<file path="src/rtl/pipe_hazard_ctrl_if.sv">
// Pipeline-control bundle: hazard sources from the datapath, the data-memory
// handshake, and the latch enables/flushes plus status driven back.
interface pipe_hazard_ctrl_if #(
  parameter int CNT_W = 32
);
  logic [4:0]       rs1_ID;
  logic [4:0]       rs2_ID;
  logic             use_rs1_ID;
  logic             use_rs2_ID;
  logic [4:0]       rd_EXE;
  logic             MemRead_EXE;
  logic             branch_taken_EXE;
  logic             mem_req_MEM;
  logic             mem_ack;
  logic             mem_stb;
  logic             en_PC;
  logic             en_IFID;
  logic             flush_IFID;
  logic             en_IDEX;
  logic             flush_IDEX;
  logic             en_EXMEM;
  logic             en_MEMWB;
  logic             mem_err;
  logic [CNT_W-1:0] stall_cnt;
  logic [CNT_W-1:0] flush_cnt;

  // Datapath / memory side
  modport master (
    output rs1_ID, rs2_ID, use_rs1_ID, use_rs2_ID, rd_EXE, MemRead_EXE,
           branch_taken_EXE, mem_req_MEM, mem_ack,
    input  mem_stb, en_PC, en_IFID, flush_IFID, en_IDEX, flush_IDEX,
           en_EXMEM, en_MEMWB, mem_err, stall_cnt, flush_cnt
  );

  // Controller side
  modport slave (
    input  rs1_ID, rs2_ID, use_rs1_ID, use_rs2_ID, rd_EXE, MemRead_EXE,
           branch_taken_EXE, mem_req_MEM, mem_ack,
    output mem_stb, en_PC, en_IFID, flush_IFID, en_IDEX, flush_IDEX,
           en_EXMEM, en_MEMWB, mem_err, stall_cnt, flush_cnt
  );
endinterface

</file>
<file path="src/rtl/pipe_hazard_ctrl.sv">
// Pipeline sequencer: per-latch enables/flushes from load-use, taken-branch and
// memory wait-state sources, with a memory timeout watchdog and perf counters.
module pipe_hazard_ctrl #(
  parameter int MEM_TIMEOUT = 15,
  parameter int CNT_W       = 32
) (
  input logic               clk,
  input logic               rst,
  pipe_hazard_ctrl_if.slave hif
);
  typedef enum logic [1:0] {RUN, MEM_WAIT, ERR} state_t;

  state_t           state;
  logic [7:0]       wcnt;
  logic             err_q;
  logic [CNT_W-1:0] stall_q;
  logic [CNT_W-1:0] flush_q;

  logic memstall, lu, live;
  logic en_pc, en_ifid, fl_ifid, en_idex, fl_idex, en_exmem, en_memwb;

  assign live     = (state != ERR);
  assign memstall = live & hif.mem_req_MEM & ~hif.mem_ack;
  assign lu       = hif.MemRead_EXE & (hif.rd_EXE != 5'd0) &
                    ((hif.use_rs1_ID & (hif.rs1_ID == hif.rd_EXE)) |
                     (hif.use_rs2_ID & (hif.rs2_ID == hif.rd_EXE)));

  // Reset gating keeps every latch frozen while rst is high, independent of state.
  always_comb begin
    en_pc    = 1'b0;
    en_ifid  = 1'b0;
    fl_ifid  = 1'b0;
    en_idex  = 1'b0;
    fl_idex  = 1'b0;
    en_exmem = 1'b0;
    en_memwb = 1'b0;
    if (!rst && live && !memstall) begin
      en_idex  = 1'b1;
      en_exmem = 1'b1;
      en_memwb = 1'b1;
      if (hif.branch_taken_EXE) begin
        en_pc   = 1'b1;
        en_ifid = 1'b1;
        fl_ifid = 1'b1;
        fl_idex = 1'b1;
      end else if (lu) begin
        fl_idex = 1'b1;
      end else begin
        en_pc   = 1'b1;
        en_ifid = 1'b1;
      end
    end
  end

  assign hif.mem_stb    = ~rst & live & hif.mem_req_MEM;
  assign hif.en_PC      = en_pc;
  assign hif.en_IFID    = en_ifid;
  assign hif.flush_IFID = fl_ifid;
  assign hif.en_IDEX    = en_idex;
  assign hif.flush_IDEX = fl_idex;
  assign hif.en_EXMEM   = en_exmem;
  assign hif.en_MEMWB   = en_memwb;
  assign hif.mem_err    = err_q;
  assign hif.stall_cnt  = stall_q;
  assign hif.flush_cnt  = flush_q;

  always_ff @(posedge clk or posedge rst) begin
    if (rst) begin
      state <= RUN;
      wcnt  <= 8'd0;
      err_q <= 1'b0;
    end else begin
      case (state)
        RUN: if (memstall) begin
          state <= MEM_WAIT;
          wcnt  <= 8'd1;
        end
        // An ack on the timeout cycle still wins because memstall is then low.
        MEM_WAIT: if (!memstall) begin
          state <= RUN;
          wcnt  <= 8'd0;
        end else if (wcnt == 8'(MEM_TIMEOUT)) begin
          state <= ERR;
          err_q <= 1'b1;
        end else begin
          wcnt <= wcnt + 8'd1;
        end
        default: state <= ERR;
      endcase
    end
  end

  always_ff @(posedge clk or posedge rst) begin
    if (rst) begin
      stall_q <= '0;
      flush_q <= '0;
    end else begin
      if (live && !en_pc && stall_q != '1) stall_q <= stall_q + 1'b1;
      if (fl_ifid && flush_q != '1)        flush_q <= flush_q + 1'b1;
    end
  end
endmodule

</file>
<file path="src/flat_wrapper.sv">
// flat-port wrapper written by rule: the top's interface ports become plain ports
module pipe_hazard_ctrl_flat 
#(
  parameter int MEM_TIMEOUT = 15,
  parameter int CNT_W       = 32
)
  (clk, rst, hif_rs1_ID, hif_rs2_ID, hif_use_rs1_ID, hif_use_rs2_ID, hif_rd_EXE, hif_MemRead_EXE, hif_branch_taken_EXE, hif_mem_req_MEM, hif_mem_ack, hif_mem_stb, hif_en_PC, hif_en_IFID, hif_flush_IFID, hif_en_IDEX, hif_flush_IDEX, hif_en_EXMEM, hif_en_MEMWB, hif_mem_err, hif_stall_cnt, hif_flush_cnt);
  pipe_hazard_ctrl_if #(.CNT_W(CNT_W)) hif_i ();
  input logic clk;
  input logic rst;
  input wire logic [$bits(hif_i.rs1_ID)-1:0] hif_rs1_ID;
  input wire logic [$bits(hif_i.rs2_ID)-1:0] hif_rs2_ID;
  input wire logic [$bits(hif_i.use_rs1_ID)-1:0] hif_use_rs1_ID;
  input wire logic [$bits(hif_i.use_rs2_ID)-1:0] hif_use_rs2_ID;
  input wire logic [$bits(hif_i.rd_EXE)-1:0] hif_rd_EXE;
  input wire logic [$bits(hif_i.MemRead_EXE)-1:0] hif_MemRead_EXE;
  input wire logic [$bits(hif_i.branch_taken_EXE)-1:0] hif_branch_taken_EXE;
  input wire logic [$bits(hif_i.mem_req_MEM)-1:0] hif_mem_req_MEM;
  input wire logic [$bits(hif_i.mem_ack)-1:0] hif_mem_ack;
  output wire logic [$bits(hif_i.mem_stb)-1:0] hif_mem_stb;
  output wire logic [$bits(hif_i.en_PC)-1:0] hif_en_PC;
  output wire logic [$bits(hif_i.en_IFID)-1:0] hif_en_IFID;
  output wire logic [$bits(hif_i.flush_IFID)-1:0] hif_flush_IFID;
  output wire logic [$bits(hif_i.en_IDEX)-1:0] hif_en_IDEX;
  output wire logic [$bits(hif_i.flush_IDEX)-1:0] hif_flush_IDEX;
  output wire logic [$bits(hif_i.en_EXMEM)-1:0] hif_en_EXMEM;
  output wire logic [$bits(hif_i.en_MEMWB)-1:0] hif_en_MEMWB;
  output wire logic [$bits(hif_i.mem_err)-1:0] hif_mem_err;
  output wire logic [$bits(hif_i.stall_cnt)-1:0] hif_stall_cnt;
  output wire logic [$bits(hif_i.flush_cnt)-1:0] hif_flush_cnt;
  assign hif_i.rs1_ID = hif_rs1_ID;
  assign hif_i.rs2_ID = hif_rs2_ID;
  assign hif_i.use_rs1_ID = hif_use_rs1_ID;
  assign hif_i.use_rs2_ID = hif_use_rs2_ID;
  assign hif_i.rd_EXE = hif_rd_EXE;
  assign hif_i.MemRead_EXE = hif_MemRead_EXE;
  assign hif_i.branch_taken_EXE = hif_branch_taken_EXE;
  assign hif_i.mem_req_MEM = hif_mem_req_MEM;
  assign hif_i.mem_ack = hif_mem_ack;
  assign hif_mem_stb = hif_i.mem_stb;
  assign hif_en_PC = hif_i.en_PC;
  assign hif_en_IFID = hif_i.en_IFID;
  assign hif_flush_IFID = hif_i.flush_IFID;
  assign hif_en_IDEX = hif_i.en_IDEX;
  assign hif_flush_IDEX = hif_i.flush_IDEX;
  assign hif_en_EXMEM = hif_i.en_EXMEM;
  assign hif_en_MEMWB = hif_i.en_MEMWB;
  assign hif_mem_err = hif_i.mem_err;
  assign hif_stall_cnt = hif_i.stall_cnt;
  assign hif_flush_cnt = hif_i.flush_cnt;
  pipe_hazard_ctrl #(.MEM_TIMEOUT(MEM_TIMEOUT), .CNT_W(CNT_W)) u_core (.clk(clk), .rst(rst), .hif(hif_i));
endmodule
</file>
<file path="config.mk">
export PLATFORM = sky130hd
export DESIGN_NAME = pipe_hazard_ctrl_flat
export DESIGN_NICKNAME = d
export VERILOG_FILES = /design/src/rtl/pipe_hazard_ctrl_if.sv /design/src/rtl/pipe_hazard_ctrl.sv /design/src/flat_wrapper.sv
export SDC_FILE = /design/constraint.sdc
export NUM_CORES = 1
export LEC_CHECK = 0
export BUFFER_PORTS_ARGS = -buffer_cell sky130_fd_sc_hd__clkbuf_2
export CAP_MARGIN = 20
export CORE_ASPECT_RATIO = 0.8
export CORE_UTILIZATION = 48
export CTS_CLUSTER_SIZE = 25
export DETAILED_ROUTE_END_ITERATION = 10
export MAX_ROUTING_LAYER = met4
export PLACE_DENSITY = 0.84
export SKIP_CTS_REPAIR_TIMING = 1
export SLEW_MARGIN = 20
export SYNTH_ARGS = -nofsm -noshare
export SYNTH_HDL_FRONTEND = slang
export SYNTH_SLANG_ARGS = --single-unit
</file>
<file path="constraint.sdc">
create_clock -name clk -period 4.6 [get_ports clk]
set_input_delay 1.15 -clock clk [delete_from_list [all_inputs] [get_ports clk]]
set_output_delay 1.15 -clock clk [all_outputs]
set_load 0.005 [all_outputs]
</file>
# After elaboration in Yosys (flattened, before gate mapping)

Cells that the tools add are included.

Register bits after elaboration: 75
RAM bits: 0
Memories kept: 0
Bits in latches: 0
Word-level logic and storage cells: 60
Memory bits (read-only): 0
Bits of input ports: 23

$add $sub $neg: 3
Shifts and indexed selects: 0
Multipliers: 0
Divide/modulo/power cells: 0
Equal/unequal tests: 10
Reductions and logical operators: 14
Order comparisons: 0
Bitwise logic cells: 11
Multiplexer cells: 17

Operator list:

| cell                                                            | number |
|---|---|
| 32-bit by 1-bit adder with 32-bit output, second input constant | 2 |
| 32-bit != test, second input constant                           | 2 |
| 8-bit two-way mux                                               | 3 |
| 8-bit case mux with 2 select lines                              | 1 |
| 5-bit == test                                                   | 2 |
| 1-bit two-way mux                                               | 9 |
| 8-bit by 1-bit adder with 8-bit output, second input constant   | 1 |
| 1-bit AND                                                       | 8 |
| 8-bit by 4-bit == test with 1-bit output, second input constant | 1 |
| 2-bit two-way mux                                               | 3 |
| 3-bit != test, second input constant                            | 2 |
| 3-bit AND reduction                                             | 2 |
| 1-bit logical AND                                               | 5 |
| 5-bit nonzero test                                              | 1 |
| 2-bit case mux with 2 select lines                              | 1 |
| 1-bit logical NOT                                               | 3 |
| 2-bit by 1-bit == test with 1-bit output, second input constant | 1 |
| 2-bit logical NOT                                               | 1 |
| 2-bit by 1-bit != test with 1-bit output, second input constant | 1 |
| 2-bit != test, second input constant                            | 1 |
| 1-bit inverter                                                  | 2 |
| 2-bit AND reduction                                             | 1 |
| 2-bit nonzero test                                              | 1 |
| 1-bit OR                                                        | 1 |

# Longest topological paths before layout

Gate-level depths: netlist (run 1).

Word-level depth: 10
Depth in mapped cells: 9
Mapped depth without buffers: 7

# Worst setup path before layout (run 1)

No wires, ideal clock.

Path type: input -> output
Start point: input rst
End point: output hif_flush_IFID
Required time: 3,450 ps
Arrival time: 3,458 ps
Buffers on the path: 0
Stages: 3
Path slack: -8 ps
Cell sequence: inv_1 > nand4_1 > inv_1

Longest elaborated chain between the ends: 4

RTL lines:

| element                        | RTL line               | source |
|---|---|---|
| from (decl)                    | flat_wrapper.sv:10     | `input logic rst;` |
| 1-bit logical NOT              | pipe_hazard_ctrl.sv:37 | `if (!rst && live && !memstall) begin` |
| 1-bit logical AND (2 in a row) | pipe_hazard_ctrl.sv:37 |  |
| 1-bit two-way mux              | pipe_hazard_ctrl.sv:37 |  |
| to (decl)                      | flat_wrapper.sv:23     | `output wire logic [$bits(hif_i.flush_IFID)-1:0] hif_flush_IFID;` |

No other way between the ends.

# Worst setup path after layout (run 1)

Start point: input hif_rd_EXE[0]
End point: output hif_flush_IDEX

Longest elaborated chain between the ends: 7
Elaborated cells between the ends (all ways): 11
Those cells by class: eq/ne: 2; mux: 3; bitwise: 5; reduce/logical: 1

RTL lines:

| element                          | RTL line                                       | source |
|---|---|---|
| from (decl)                      | flat_wrapper.sv:15                             | `input wire logic [$bits(hif_i.rd_EXE)-1:0] hif_rd_EXE;` |
| 5-bit == test (on tied branches) | pipe_hazard_ctrl.sv:25, pipe_hazard_ctrl.sv:26 |  |
| 1-bit AND (on tied branches)     | pipe_hazard_ctrl.sv:25, pipe_hazard_ctrl.sv:26 |  |
| 1-bit OR                         | pipe_hazard_ctrl.sv:25                         | `((hif.use_rs1_ID & (hif.rs1_ID == hif.rd_EXE)) \|` |
| 1-bit AND (*)                    | pipe_hazard_ctrl.sv:24                         | `assign lu = hif.MemRead_EXE & (hif.rd_EXE != 5'd0) &` |
| 1-bit two-way mux (*)            | pipe_hazard_ctrl.sv:46                         | `end else if (lu) begin` |
| 1-bit two-way mux (*)            | pipe_hazard_ctrl.sv:41                         | `if (hif.branch_taken_EXE) begin` |
| 1-bit two-way mux (*)            | pipe_hazard_ctrl.sv:37                         |  |
| to (decl)                        | flat_wrapper.sv:25                             | `output wire logic [$bits(hif_i.flush_IDEX)-1:0] hif_flush_IDEX;` |

Mark *: on every way between the ends. The rest lies on a longest branch, timed or not.

==> results of run 1 <==
[cell usage after synthesis (all sizes together) (2+ instances only)]
cell | count | share of area [%]
a211o | 2 | 0.45
or3 | 4 | 0.65
inv | 14 | 1.4
xor2 | 46 | 10
nor2b | 3 | 0.49
nand2 | 32 | 3.1
nor4 | 8 | 1.7
xnor2 | 30 | 6.8
nor3 | 25 | 3.9
and2 | 3 | 0.49
buf | 9 | 1.5
or4 | 3 | 0.68
o21ai | 4 | 0.52
and3 | 10 | 1.7
nor2 | 43 | 4.2
dfrtp | 75 | 49
and4 | 4 | 0.94
mux2 | 2 | 0.58
nand3 | 25 | 3.2
a21o | 4 | 0.78
nand4 | 14 | 2.3
or2b | 2 | 0.45
a31oi | 2 | 0.32
ha | 3 | 0.97
a21oi | 3 | 0.39
[critical path, cell delays in order]
cell,delay [ns]
clkbuf_2,0.11
or4_1,0.55
o21ai_0,0.23
o21ai_0,0.10
and2_1,0.18
clkbuf_2,0.11
[through the flow]
stage	hold slack [ns]	worst slack [ns]	power [µW]	instances
after global routing	0.489	0.900	1700	595
after global placement	0.443	1.09	997	579
after CTS	0.468	1.03	1640	595
after floorplan	0.451	0.667	906	386
after detailed placement	0.449	1.03	1010	579
final	0.463	1.02	1620	595
[cells by family (layout without fill, tap and decap cells)]
logic type                 count (synthesis)  after routing
AOI/OAI and AO/OA                         25             25
xor gates and xnor gates                  76             76
adders and majority gates                  3              3
buffers and inverters                     23            127
DFF                                       75             75
muxes                                      2              2
and+or+nand+nor                          182            182
[path summary, 6_finish.rpt]
| check | slack (ns) | cells after the start | start | endpoint |
|---|---|---|---|---|
| max reg2reg | 2.10 | 6 | u_core.hif.stall_cnt[8]$_DFFE_PP0P_ | u_core.hif.stall_cnt[28]$_DFFE_PP0P_ |
| min reg2reg | 0.46 | 1 | u_core.hif.mem_err$_DFFE_PP0P_ | u_core.hif.mem_err$_DFFE_PP0P_ |
| min in group asynchronous | 0.88 | 3 | rst | u_core.state[0]$_DFFE_PP0P_ |
| max in group asynchronous | 2.80 | 4 | rst | u_core.hif.stall_cnt[30]$_DFFE_PP0P_ |
| max | 1.02 | 6 | hif_rd_EXE[0] | hif_flush_IDEX |
| min | 0.46 | 1 | u_core.hif.mem_err$_DFFE_PP0P_ | u_core.hif.mem_err$_DFFE_PP0P_ |
[report_power, final]
part	switching (µW)	internal, µW	total, µW
Clock	256	376	632
Combinational	104	104	208
Sequential	71.7	712	784
Total	432	1190	1620
[state kept, by name, summed over array words and instances, names as in the netlist]
signal and count:
u_core.hif.mem_err 1, u_core.hif.flush_cnt 32, u_core.hif.stall_cnt 32, u_core.wcnt 8, u_core.state 2
[layer usage]
| metal | global-route usage (%) | routed length, µm |
|---|---|---|
| met5 | - | 0 |
| met4 | 7.14 | 114 |
| met3 | 5.56 | 396 |
| met2 | 35.0 | 4020 |
| met1 | 29.2 | 3970 |
[layout make-up]
| cell class | instances | area (µm²) | area share (%) |
|---|---|---|---|
| sequential | 75 | 1880 | 40.1 |
| multi-input combinational | 288 | 1880 | 40.1 |
| timing repair buffer | 97 | 490 | 10.5 |
| clock buffer | 10 | 138 | 2.94 |
| tap | 105 | 131 | 2.81 |
| clock inverter | 6 | 111 | 2.38 |
| inverter | 14 | 56.3 | 1.20 |
==> impl_metrics.yaml, run 1 <==
detailed_routing:
  drc_errors: 0
  vias: 3171
  wl_per_cell_um: 14.3
  drtIter0Drc: 130
  ant_nets: 0
  drt-pass1-iter-count: 5
  routed_wl_um: 8500
  viasPerCell: 5.33
pwr:
  cellPowerDensity_nw_per_um2: 347
  ir_drop_uv: 346
  power_leakage_uw: 0.00240
clocking:
  cts_made_buffers: 9
  clock_sinks: 75
  clk_path_buf_depth: 2
  htree_levels: 3
  cts_tree: "yes"
  clock_latency_ns: 0.35
  path_clk_slew_ns: 0.08
  clockRootBuffer: "clkbuf_8"
sta:
  fmax_mhz: 279
  tightestPinTransition_ns: 0.828
  finalSetupViolCount: 0
  setup-tns-final_ns: 0
  min_period_ns: 3.58
  relSlewSlack_pct: 44.3
  skew_ns: 0.00800
  fin_crit_sh_pct: 77.8
  grt_setup_unrepaired: "no"
  hold_viol: 0
  slew_violations: 0
synthesis:
  synth-edff-count: 0
  synth_compound_area_share_pct: 4.63
  synthSimpleGateAreaFrac_pct: 25.1
  async_flop_share_pct: 100
  synthAdderAreaFrac_pct: 0.972
  synth-seq-cells: 75
  synthDistinctLibCells: 50
  ys_warn_count: 0
  synth_top_family_by_area: "simple AND/OR/NAND/NOR gates"
  synth_area_um2: 3860
  syn_inst: 386
  avgSynthCellArea_um2: 10.0
  ys_seq_area_share_pct: 48.6
  muxShareOfSynthArea_pct: 0.583
  syn_nets: 412
  synth_xor_area_share_pct: 17.2
  synth_top_flop_cell: "dfrtp_1"
floorplanning:
  die_h_um: 82.2
  core-area_um2: 7600
  chipWidth_um: 102
  dieArea_um2: 8410
  initial_core_util_pct: 50.8
  rows: 28
  boundaryPins: 96
worst_hold_path:
  hold_class: "reg2reg"
placed_design:
  gp_congestion: 0.810
  place_area_um2: 4430
  dp_hpwl_um: 6320
  port_buffers: 95
grt:
  grt_max_degree: 51
  overflow: 0
  grt_pass1_wl_um: 14000
  antenna_found_initial: 0
  grt_usage_pct: 22.5
  grt_pass1_vias: 2916
final_layout:
  fin_nets: 511
  final_core_util_pct: 61.6
  final_area_um2: 4680
  antenna_cells: 0
  final_common_cell: "clkbuf_2"
  fillers: 665
  syn2layout_area_growth_pct: 21.1
  drive_above_1_share_pct: 26.5
  mostFrequentLayoutCells: "clkbuf_2, dfrtp_1, xor2_1, nor2_1, nand2_1"
worst_setup_path:
  critPathArrivalTime_ns: 2.43
  crit_path_start_kind: "primary input"
  cp.required_ns: 3.45
  crit_fanout: 3
  critPathKind: "in2out"
  cp-end-kind: "primary output"
run:
  cap_violations: 0
run_status:
  run_status: "finished clean"
No activity file was read; power rests on OpenSTA's default activity.
==> run 2, diff against run 1 <==
--- a/config.mk
+++ b/config.mk
@@ -5,14 +5,15 @@
 export SDC_FILE = /design/constraint.sdc
 export NUM_CORES = 1
 export LEC_CHECK = 0
+export ABC_AREA = 1
 export BUFFER_PORTS_ARGS = -buffer_cell sky130_fd_sc_hd__clkbuf_2
 export CAP_MARGIN = 20
 export CORE_ASPECT_RATIO = 0.8
-export CORE_UTILIZATION = 48
+export CORE_UTILIZATION = 56
 export CTS_CLUSTER_SIZE = 25
 export DETAILED_ROUTE_END_ITERATION = 10
 export MAX_ROUTING_LAYER = met4
-export PLACE_DENSITY = 0.84
+export PLACE_DENSITY = 0.89
 export SKIP_CTS_REPAIR_TIMING = 1
 export SLEW_MARGIN = 20
 export SYNTH_ARGS = -nofsm -noshare
==> constraint.sdc (replaced) <==
create_clock -name clk -period 3.4 [get_ports clk]
set_input_delay 0.85 -clock clk [delete_from_list [all_inputs] [get_ports clk]]
set_output_delay 0.85 -clock clk [all_outputs]
set_load 0.005 [all_outputs]
==> impl_metrics.yaml, run 2 <==
worst_setup_path:
  ff2ff_setup_slack_ns: 0.72
  reg2reg_from: "u_core.state[0]$_DFFE_PP0P_"
  cp-end-kind: "primary output"
  cp-endpoint: "hif_en_PC"
  worstRegToRegCells: 10
  crit_buf_inv: 4
  path_cells: "inv_1 -> nand2_4 -> nand2_4 -> nand3_4 -> inv_4 -> nand2_4 -> inv_4 -> clkbuf_2"
  path_delay_family: "simple AND/OR/NAND/NOR gates"
  path_common_cell: "nand2_4"
  critPathKind: "reg2out"
  r2r_end: "u_core.hif.stall_cnt[3]$_DFFE_PP0P_"
  critPathArrivalTime_ns: 1.89
  crit_start: "u_core.state[0]$_DFFE_PP0P_"
  crit_cells: 8
  cp_slowest_cell: "dfrtp_1"
  crit_path_start_kind: "flip-flop"
  slowest_delay_ns: 0.41
  crit_fanout: 37
  cp.required_ns: 2.55
sta:
  skew_ns: 0.00717
  slew_violations: 0
  relSlewSlack_pct: 37.5
  fmax_mhz: 365
  hold_viol: 0
  fin_crit_sh_pct: 80.7
  finalSetupViolCount: 0
  grt_setup_unrepaired: "no"
  tightestPinTransition_ns: 0.938
  min_period_ns: 2.74
grt:
  globalRouteMet2Util_pct: 46.3
  grt_pass1_vias: 4670
  grt_max_degree: 76
  gr-usage-met1_pct: 43.5
  overflow: 0
  busiest_layer: "met2"
  antenna_found_initial: 0
  met3_usage_pct: 6.39
  grt_usage_pct: 31.1
  grt_pass1_wl_um: 22000
pwr:
  cellPowerDensity_nw_per_um2: 300
  power_leakage_uw: 0.00291
  power_frac_clock_pct: 45.2
  total_switching_power_uw: 399
  share_comb_of_total_power_pct: 3.2
  ir_drop_uv: 193
  p_sw_share_pct: 23.1
  power_uw: 1730
  power_frac_seq_pct: 51.6
  power.internal_uw: 1330
synthesis:
  synth-seq-cells: 75
  synth-edff-count: 0
  yosysMostFrequentCell: "nand2_1"
  synthDistinctLibCells: 30
  synth_top_cell_by_area: "dfrtp_1"
  synthTopCellsByCount: "nand2_1, nor2_1, dfrtp_1"
  syn_inst: 712
  syn_nets: 738
  ys_warn_count: 0
  synth_area_um2: 4980
  ys_seq_area_share_pct: 37.7
  synthTopCellsByArea: "dfrtp_1, nand2_1, nor2_1"
  async_flop_share_pct: 100
  yosysTopAreaCellShare_pct: 37.7
  synth_top_flop_cell: "dfrtp_1"
  avgSynthCellArea_um2: 7.00
final_layout:
  final_core_util_pct: 67.2
  final_common_cell: "nand2_1"
  fin_nets: 829
  drive_above_1_share_pct: 18.6
  final_area_um2: 5750
  antenna_cells: 0
  mostFrequentLayoutCells: "nand2_1, nor2_1, clkbuf_2, dfrtp_1, inv_1"
  syn2layout_area_growth_pct: 15.4
detailed_routing:
  drtIter0Drc: 459
  drt-pass1-iter-count: 5
  drc_errors: 0
  viasPerCell: 5.53
  ant_nets: 0
  wl_per_cell_um: 14.2
  vias: 5087
  routed_wl_um: 13100
floorplanning:
  boundaryPins: 96
  core-area_um2: 8560
  rows: 30
  chipWidth_um: 107
  die_h_um: 86.4
  dieArea_um2: 9280
  initial_core_util_pct: 58.2
worst_hold_path:
  hold_class: "reg2reg"
placed_design:
  port_buffers: 95
  gp_congestion: 0.989
  place_area_um2: 5530
  dp_hpwl_um: 9680
run_status:
  run_status: "finished clean"
clocking:
  path_clk_slew_ns: 0.08
  clock_latency_ns: 0.35
  clk_path_buf_depth: 2
  htree_levels: 3
  cts_tree: "yes"
  cts_made_buffers: 9
  clockRootBuffer: "clkbuf_8"
  clock_sinks: 75
run:
  cap_violations: 0
## run 2: changes by cell type after synthesis, moves of 12 or more
cell     previous run  this run
inv_1              14        64
nand3_1            25        13
nand4_1            14        47
nor2_1             43        99
nand2_1            32       258
## run 2: routing by layer
metal  up-vias  part of all wire [%]
met2       227                    46
met3        18                   7.6
li1       2415                     -
met5         -                     0
met1      2427                    46
met4         0                   1.0
## run 2: worst min-delay path by stage
stage	to	from	depth (start not counted)	slack (ns)
after floorplan	u_core.state[0]$_DFFE_PP0P_	u_core.state[0]$_DFFE_PP0P_	1	0.45
after global placement	u_core.hif.mem_err$_DFFE_PP0P_	u_core.hif.mem_err$_DFFE_PP0P_	2	0.45
after detailed placement	u_core.hif.mem_err$_DFFE_PP0P_	u_core.hif.mem_err$_DFFE_PP0P_	2	0.46
after CTS	u_core.hif.mem_err$_DFFE_PP0P_	u_core.hif.mem_err$_DFFE_PP0P_	2	0.48
after global routing	u_core.hif.mem_err$_DFFE_PP0P_	u_core.hif.mem_err$_DFFE_PP0P_	2	0.52
final	u_core.hif.mem_err$_DFFE_PP0P_	u_core.hif.mem_err$_DFFE_PP0P_	2	0.48
## run 2: power by group through the flow
| stage | Clock (µW) | Combinational, µW | Sequential, µW |
|---|---|---|---|
| floorplan | 0 | 31.8 | 909 |
| global placement | 0 | 54.3 | 909 |
| detailed placement | 0 | 56.5 | 909 |
| CTS | 789 | 56.7 | 891 |
| global route | 832 | 65.9 | 891 |
| finish | 780 | 55.2 | 891 |
## run 2: metrics by stage
| step | hold slack, ns | cells | setup WS, ns | TNS, ns |
|---|---|---|---|---|
| finish | 0.483 | 920 | 0.657 | 0 |
| floorplan | 0.451 | 712 | -0.102 | -0.103 |
| global placement | 0.450 | 904 | 0.601 | 0 |
| CTS | 0.485 | 920 | 0.661 | 0 |
| global route | 0.519 | 920 | 0.462 | 0 |
| detailed placement | 0.462 | 904 | 0.419 | 0 |
## run 2: cell type report
type / instances / area (µm²)
clock buffers: 9 / 124
flip-flops and latches: 75 / 1880
inverters: 67 / 260
clock inverters: 7 / 98.8
repair buffers: 99 / 505
fillers: 758 / 2810
well taps: 112 / 140
multi-input cells: 551 / 2750
## run 2: worst min-delay path, delay by kind of cell (launching register included)
family	cells	cell delay, ns
buffers and inverters	1	0.04
flip-flops	1	0.36
AND/OR/NAND/NOR	1	0.05
## run 2: kinds of logic (layout without fill, tap and decap cells)
family | Yosys count | after routing | share of synthesized area (%)
DFF | 75 | 75 | 37.7
buffers and inverters | 86 | 182 | 7.48
xor gates and xnor gates | 60 | 60 | 10.5
AOI/OAI and AO/OA | 24 | 24 | 2.54
adders and majority gates | 3 | 3 | 0.753
and+or+nand+nor | 464 | 464 | 41.0
==> run 3, diff against run 2 <==
==> constraint.sdc (replaced) <==
create_clock -name clk -period 2.7 [get_ports clk]
set_input_delay 0.675 -clock clk [delete_from_list [all_inputs] [get_ports clk]]
set_output_delay 0.675 -clock clk [all_outputs]
set_load 0.005 [all_outputs]
==> impl_metrics.yaml, run 3 (synthesized netlist as in run 2, its figures left out) <==
grt:
  grt_usage_pct: 30.4
  antenna_found_initial: 0
  overflow: 0
  grt_pass1_wl_um: 21600
  grt_max_degree: 76
  grt_pass1_vias: 4500
pwr:
  share_comb_of_total_power_pct: 3.5
  power_frac_seq_pct: 54.4
  p_sw_share_pct: 22.8
  total_switching_power_uw: 471
  power.internal_uw: 1590
  ir_drop_uv: 270
  power_frac_clock_pct: 42.2
  cellPowerDensity_nw_per_um2: 359
  power_leakage_uw: 0.00291
clocking:
  htree_levels: 3
  cts_tree: "yes"
  clock_sinks: 75
  clock_latency_ns: 0.35
  path_clk_slew_ns: 0.08
  clk_path_buf_depth: 2
  cts_made_buffers: 9
  clockRootBuffer: "clkbuf_8"
worst_setup_path:
  cp-end-kind: "primary output"
  critPathKind: "in2out"
  ff2ff_setup_slack_ns: 0.50
  critPathArrivalTime_ns: 1.69
  crit_path_start_kind: "primary input"
  cp.required_ns: 2.03
  crit_fanout: 4
sta:
  setup_ws_ns: 0.330
  fmax_mhz: 422
  hold_viol: 0
  tightestPinTransition_ns: 0.944
  grt_setup_unrepaired: "no"
  fin_crit_sh_pct: 87.8
  finalSetupViolCount: 0
  skew_ns: 0.0104
  relSlewSlack_pct: 37.1
  min_period_ns: 2.37
  slew_violations: 0
floorplanning:
  dieArea_um2: 9280
  die_h_um: 86.4
  initial_core_util_pct: 58.2
  chipWidth_um: 107
  core-area_um2: 8560
  boundaryPins: 96
  rows: 30
placed_design:
  dp_hpwl_um: 9950
  place_area_um2: 5550
  pre_cts_ws_ns: 0.264
  gp_congestion: 0.964
  port_buffers: 95
final_layout:
  seqCellArea_um2: 1880
  final_core_util_pct: 67.1
  fillers: 763
  final_area_um2: 5750
  antenna_cells: 0
  multi_input_area_um2: 2750
  fin_nets: 832
  mostFrequentLayoutCells: "nand2_1, nor2_1, clkbuf_2, dfrtp_1, inv_1"
  final_common_cell: "nand2_1"
  syn2layout_area_growth_pct: 15.3
  drive_above_1_share_pct: 18.7
detailed_routing:
  drtIter0Drc: 432
  drt-pass1-iter-count: 5
  vias: 4943
  viasPerCell: 5.36
  routed_wl_um: 13100
  ant_nets: 0
  drc_errors: 0
  wl_per_cell_um: 14.2
worst_hold_path:
  hold_class: "reg2reg"
run:
  cap_violations: 0
run_status:
  run_status: "finished clean"
## run 3: cell types whose count changed in the layout (fill, tap and decap cells not counted)
cell / before / now
clkinv_4: 1 / 0
clkinv_2: 1 / 3
clkbuf_1: 0 / 1
clkbuf_8: 9 / 10
buf_4: 4 / 7
bufinv_16: 2 / 1
inv_6: 2 / 0
## run 3: final cells by class
| cell class | instances | share of cell area [%] |
|---|---|---|
| Clock inverter | 5 | 0.915 |
| Tap cell | 112 | 2.44 |
| Timing Repair Buffer | 102 | 9.19 |
| Sequential cell | 75 | 32.7 |
| Inverter | 67 | 4.53 |
| Clock buffer | 11 | 2.46 |
| Multi-Input combinational cell | 551 | 47.8 |
## run 3: final timing paths
kind                                                startpoint                                    to  cells after the start
setup / recovery                                 hif_rd_EXE[1]                           hif_en_IFID                      9
hold / removal                  u_core.hif.mem_err$_DFFE_PP0P_        u_core.hif.mem_err$_DFFE_PP0P_                      2
setup reg to reg           u_core.hif.stall_cnt[0]$_DFFE_PP0P_   u_core.hif.stall_cnt[0]$_DFFE_PP0P_                      9
hold reg to reg                 u_core.hif.mem_err$_DFFE_PP0P_        u_core.hif.mem_err$_DFFE_PP0P_                      2
max in group asynchronous                                  rst  u_core.hif.flush_cnt[30]$_DFFE_PP0P_                      3
min in group asynchronous                                  rst   u_core.hif.stall_cnt[4]$_DFFE_PP0P_                      3
## run 3: layer usage
metal | part of all wire, % | track usage (%) | vias up
li1 | - | - | 2433
met1 | 46 | 40.2 | 2307
met2 | 46 | 48.6 | 181
met5 | 0 | - | -
met4 | 1.6 | 8.22 | 0
met3 | 6.3 | 5.19 | 22
## run 3: power groups by stage
stage | sequential [µW] | combinational, µW | clock [µW]
finish | 1120 | 71.7 | 870
global route | 1120 | 82.7 | 926
CTS | 1120 | 73.1 | 881
detailed placement | 1140 | 72.8 | 0
global placement | 1140 | 68.5 | 0
floorplan | 1140 | 40.1 | 0
## run 3: per-stage QoR
step	power (µW)	std cells	setup TNS [ns]	hold slack (ns)
3_5_place_dp	1220	907	0	0.466
4_1_cts	2080	923	0	0.488
5_1_grt	2130	923	0	0.514
3_3_place_gp	1210	907	0	0.450
6_report	2060	923	0	0.482
2_1_floorplan	1180	712	-1.51	0.451
## run 3: worst max-delay path, cell delays in order
cell,delay [ns]
clkbuf_2,0.11
inv_1,0.12
nand4_1,0.11
o21ai_0,0.20
inv_1,0.09
nand3_1,0.13
nand2_4,0.09
inv_4,0.07
clkbuf_2,0.10
